`config.mk`:
```
export PLATFORM = sky130hd
export DESIGN_NAME = vc_link_tx
export DESIGN_NICKNAME = d
export VERILOG_FILES = /design/src/rtl/vc_link_tx.sv
export SDC_FILE = /design/constraint.sdc
export NUM_CORES = 1
export LEC_CHECK = 0
export CORE_MARGIN = 4
export CORE_UTILIZATION = 25
export CTS_BUF_LIST = sky130_fd_sc_hd__clkbuf_8
export DETAILED_ROUTE_END_ITERATION = 10
export PLACE_DENSITY = 0.58
export RECOVER_POWER = 25
export SLEW_MARGIN = 10
export SYNTH_ARGS = -nofsm -noshare
export SYNTH_HDL_FRONTEND = slang
export SYNTH_SLANG_ARGS = --single-unit
export TNS_END_PERCENT = 1
```
`constraint.sdc`:
```
create_clock -name clk -period 2.3 [get_ports clk]
set_input_delay 0.345 -clock clk [delete_from_list [all_inputs] [get_ports clk]]
set_output_delay 0.345 -clock clk [all_outputs]
set_load 0.01 [all_outputs]
```
`src/rtl/vc_link_tx.sv`:
```
// Two-VC credit-based link transmitter: round-robin arbitration between VC0/VC1
// gated by per-VC downstream credits, with a registered single-flit output stage.
module vc_link_tx #(
  parameter int CREDITS = 2
) (
  input  logic       clk,
  input  logic       rst,
  input  logic [7:0] vc0_flit,
  input  logic       vc0_valid,
  output logic       vc0_ready,
  input  logic [7:0] vc1_flit,
  input  logic       vc1_valid,
  output logic       vc1_ready,
  output logic [7:0] flit_out,
  output logic       vc_sel,
  output logic       flit_valid,
  input  logic       credit_in,
  input  logic       credit_vc,
  output logic [2:0] vc0_credits,
  output logic [2:0] vc1_credits,
  output logic       credit_err
);

  localparam logic [2:0] CRED_FULL_C = 3'(CREDITS);

  logic [2:0] vc0_cnt_r;
  logic [2:0] vc1_cnt_r;
  logic       last_grant_r;
  logic [7:0] flit_r;
  logic       vc_sel_r;
  logic       flit_valid_r;
  logic       credit_err_r;

  logic       elig0_s;
  logic       elig1_s;
  logic       grant0_s;
  logic       grant1_s;
  logic       give0_s;
  logic       give1_s;
  logic [3:0] vc0_next_s;
  logic [3:0] vc1_next_s;

  // Returns {overflow, next_count}; a simultaneous take and give cancel out.
  function automatic logic [3:0] credit_next(input logic [2:0] cnt,
                                             input logic       take,
                                             input logic       give);
    logic [3:0] res;
    case ({take, give})
      2'b10: res = {1'b0, cnt - 3'd1};
      2'b01: begin
        if (cnt == CRED_FULL_C) begin
          res = {1'b1, cnt};
        end else begin
          res = {1'b0, cnt + 3'd1};
        end
      end
      default: res = {1'b0, cnt};
    endcase
    return res;
  endfunction

  // Eligibility, round-robin grant and credit-return decode.
  always_comb begin
    elig0_s  = rst & vc0_valid & (vc0_cnt_r != 3'd0);
    elig1_s  = rst & vc1_valid & (vc1_cnt_r != 3'd0);
    grant0_s = 1'b0;
    grant1_s = 1'b0;
    if (elig0_s && elig1_s) begin
      // Contention goes to the VC that did not win last time.
      if (last_grant_r) begin
        grant0_s = 1'b1;
      end else begin
        grant1_s = 1'b1;
      end
    end else begin
      grant0_s = elig0_s;
      grant1_s = elig1_s;
    end
    give0_s    = credit_in & ~credit_vc;
    give1_s    = credit_in & credit_vc;
    vc0_next_s = credit_next(vc0_cnt_r, grant0_s, give0_s);
    vc1_next_s = credit_next(vc1_cnt_r, grant1_s, give1_s);
  end

  // Credit counters, sticky overflow flag, arbiter pointer and output flit stage.
  always_ff @(posedge clk or negedge rst) begin
    if (!rst) begin
      vc0_cnt_r    <= CRED_FULL_C;
      vc1_cnt_r    <= CRED_FULL_C;
      last_grant_r <= 1'b1;
      flit_r       <= 8'h00;
      vc_sel_r     <= 1'b0;
      flit_valid_r <= 1'b0;
      credit_err_r <= 1'b0;
    end else begin
      vc0_cnt_r    <= vc0_next_s[2:0];
      vc1_cnt_r    <= vc1_next_s[2:0];
      credit_err_r <= credit_err_r | vc0_next_s[3] | vc1_next_s[3];
      if (grant0_s || grant1_s) begin
        flit_r       <= grant1_s ? vc1_flit : vc0_flit;
        vc_sel_r     <= grant1_s;
        last_grant_r <= grant1_s;
        flit_valid_r <= 1'b1;
      end else begin
        flit_valid_r <= 1'b0;
      end
    end
  end

  assign vc0_ready   = grant0_s;
  assign vc1_ready   = grant1_s;
  assign flit_out    = flit_r;
  assign vc_sel      = vc_sel_r;
  assign flit_valid  = flit_valid_r;
  assign vc0_credits = vc0_cnt_r;
  assign vc1_credits = vc1_cnt_r;
  assign credit_err  = credit_err_r;

endmodule

```
==> results.yml <==
clock_network:
  hold_buffers: 0
  clock_sinks: 18
  clk_path_buf_depth: 2
  path_clk_slew_ps: 70
  cts-htree-levels: 1
  clk_latency_ps: 250
  cts_setup_buffers: 0
  cts_root_buf: "clkbuf_8"
  cts_tree: "yes"
  cts_buffers: 3
hold_path:
  hold-path-cell-count: 1
  hold_path_class: "reg2reg"
  min_from: "credit_err"
  holdPathEnd: "credit_err"
critical_path:
  path_cells: "inv_1 > ha_2 > nand2b_4 > nand3_2 > a21o_1 > inv_1 > ha_4 > and3b_1 > o21ai_0 > nand3_1 > a31oi_1"
  crit_fanout: 6
  critPathMostFrequentCell: "inv_1"
  start_kind: "flip-flop"
  reg2reg_depth: 11
  cp_data_arrival_time_ps: 2340
  r2r_end: "vc0_credits[2]"
  setup.worst_path.class: "reg2reg"
  critical_path.slowest_cell: "dfstp_2"
  r2r_slack_ps: 140
  r2r-start: "vc0_credits[1]"
  end_kind: "flip-flop"
  slowest_delay_ps: 570
  cp.required_ps: 2470
timing:
  period_share_pct: 94.1
  clock.fmax_mhz: 462
  max_slew.worst_pin.slew_ps: 1010
  rsz0062_at_grt: "no"
  setup-tns-final_ps: 0
  maxSlewViolCount: 0
  relSlewSlack_pct: 32.9
  hold_viol: 0
  fin_worst_skew_ps: 1.46
  fin_crit_ps: 2160
  setup_viol_count_final: 0
routing:
  finalWirelength_mm: 3.30
  drc: 0
  viasPerCell: 4.79
  wl_per_cell_um: 14.8
  dr_wl_met3_um: 129
  drt_iter0_drc: 36
  top_layer: "met4"
  postRouteAntennaNets: 0
  vias: 1069
  route.met2.wl_mm: 1.64
  first_pass_iters: 5
  wl_met1_mm: 1.46
floorplanning:
  start_util_pct: 26.6
  fp.dieW_um: 77.0
  io_pins: 41
  fp.dieH_um: 77.0
  rows: 24
  die_area_um2: 5920
  coreArea_um2: 4470
final_layout:
  multiInputGateArea_um2: 698
  diodes: 0
  layout_common_cells: "clkdlybuf4s50_1, dfrtp_1, buf_4, ha_1, inv_1"
  final_cell_count_no_fill: 223
  fill_cells: 445
  ff_latch_area_um2: 454
  syn_to_final_growth_pct: 51.7
  nets: 208
  final_common_cell: "clkdlybuf4s50_1"
  layout-drive-gt1-share_pct: 21.1
synth:
  synth_top_flop_cell: "dfrtp_1"
  yosys-top-cells-area: "dfrtp_1, ha_1, o221a_1, dfstp_2, nand3b_1"
  async_flop_share_pct: 100
  synth_nets: 152
  ys_seq_area_share_pct: 38.2
  synth_edf_count: 0
  synth_top_area_share_pct: 31.6
  netlist_instances: 116
  ys_warn_count: 0
  synth.distinct_cells: 32
  syn_area_um2: 1190
  ys_ff_latch: 18
  yosys.area.top_type: "dfrtp_1"
  synth_area_per_cell_um2: 10.2
placement:
  gp_congestion: 0.796
  hpwl_mm: 2.66
  port_buffers: 40
  dp.cells: 219
global_routing:
  antenna_found_initial: 0
  grt_pass1_wl_mm: 5.53
  grt_max_degree: 19
  grt_pass1_vias: 1117
  grt_use_total_pct: 11.6
  gr-total-overflow: 0
pwr:
  design_power_total_uw: 1720
  p_per_area_nw_per_um2: 953
  vdd_drop_max_uv: 382
  leakage_uw: 0.000794
status:
  outcome: "finished clean"
run:
  maxCapViolCount: 0
## Yosys cell counts (2+ instances only)
library cell / number
a21oi_1: 4
nand2b_1: 4
o221a_1: 8
buf_6: 2
o21ai_0: 5
nor2_1: 9
ha_1: 14
nand3b_1: 8
inv_1: 9
dfrtp_1: 15
buf_2: 2
or3_1: 2
dfstp_2: 3
nand2_1: 8
mux2_2: 4
nor2b_1: 3
## how the worst max path moves through the flow
| stage | startpoint | end | slack (ps) | depth (start not counted) |
|---|---|---|---|---|
| after floorplan | vc1_credits[1] | vc1_credits[0] | 30 | 10 |
| after global placement | rst | vc0_credits[0] | -30 | 9 |
| after detailed placement | rst | vc0_credits[0] | -40 | 9 |
| after CTS | vc0_credits[1] | vc0_credits[2] | 40 | 11 |
| after global routing | vc0_credits[1] | vc0_credits[2] | 8 | 11 |
| final | vc0_credits[1] | vc0_credits[2] | 140 | 11 |
## registers in the layout, summed over array words and instances, names as in the netlist
name / count
vc1_credits: 3
flit_valid: 1
vc_sel: 1
vc0_credits: 3
flit_out: 8
credit_err: 1
last_grant_r: 1
## cell type report
type | count | area share, %
Multi-Input combinational cell | 84 | 38.7
Timing Repair Buffer | 55 | 27.9
Sequential cell | 18 | 25.2
Tap cell | 52 | 3.61
Clock buffer | 3 | 2.29
Inverter | 10 | 2.08
Clock inverter | 1 | 0.208
## power by group
| part | total [µW] | switching [µW] | internal [µW] |
|---|---|---|---|
| Clock | 229 | 111 | 119 |
| Sequential | 559 | 101 | 459 |
| Combinational | 930 | 399 | 531 |
| Total | 1720 | 611 | 1110 |
## per-stage QoR
step	area, µm²	setup WS [ps]	util [%]	hold slack, ps
CTS	1780	37.4	39.8	484
global placement	1730	-32.9	38.8	464
floorplan	1190	30.4	-	49.4
finish	1800	136	40.3	482
global route	1800	7.71	40.3	496
detailed placement	1730	-39.9	38.8	465
## per-layer routing
metal  global-route usage, %  vias to the layer above
met5                       0                        -
met4                    4.53                        0
met3                    3.28                        6
met2                    18.6                       26
met1                    14.7                      521
li1                        -                      516
## kinds of logic (layout without fill, tap and decap cells)
kind of cell    Yosys count  in the layout  share of synthesized area [%]
flops                    18             18                           38.2
xor+xnor                  1              1                          0.737
compound gates           24             24                           15.8
fa+ha+maj                14             14                           14.7
mux                       5              5                           4.74
buf+inv                  14             69                           5.89
simple gates             40             40                           19.9
## critical path, delay by kind of cell, from the launching register on
family          cells  cell delay [ps]
flops               1              570
compound gates      3              500
fa+ha+maj           2              380
simple gates        4              420
buf+inv             2              210
## timing repair
item / in CTS / in global routing
pin swaps: 1 / 1
gates resized for setup: 3 / 9
endpoints found under the setup margin: 2 / 6
(Power assumes the default switching activity.)
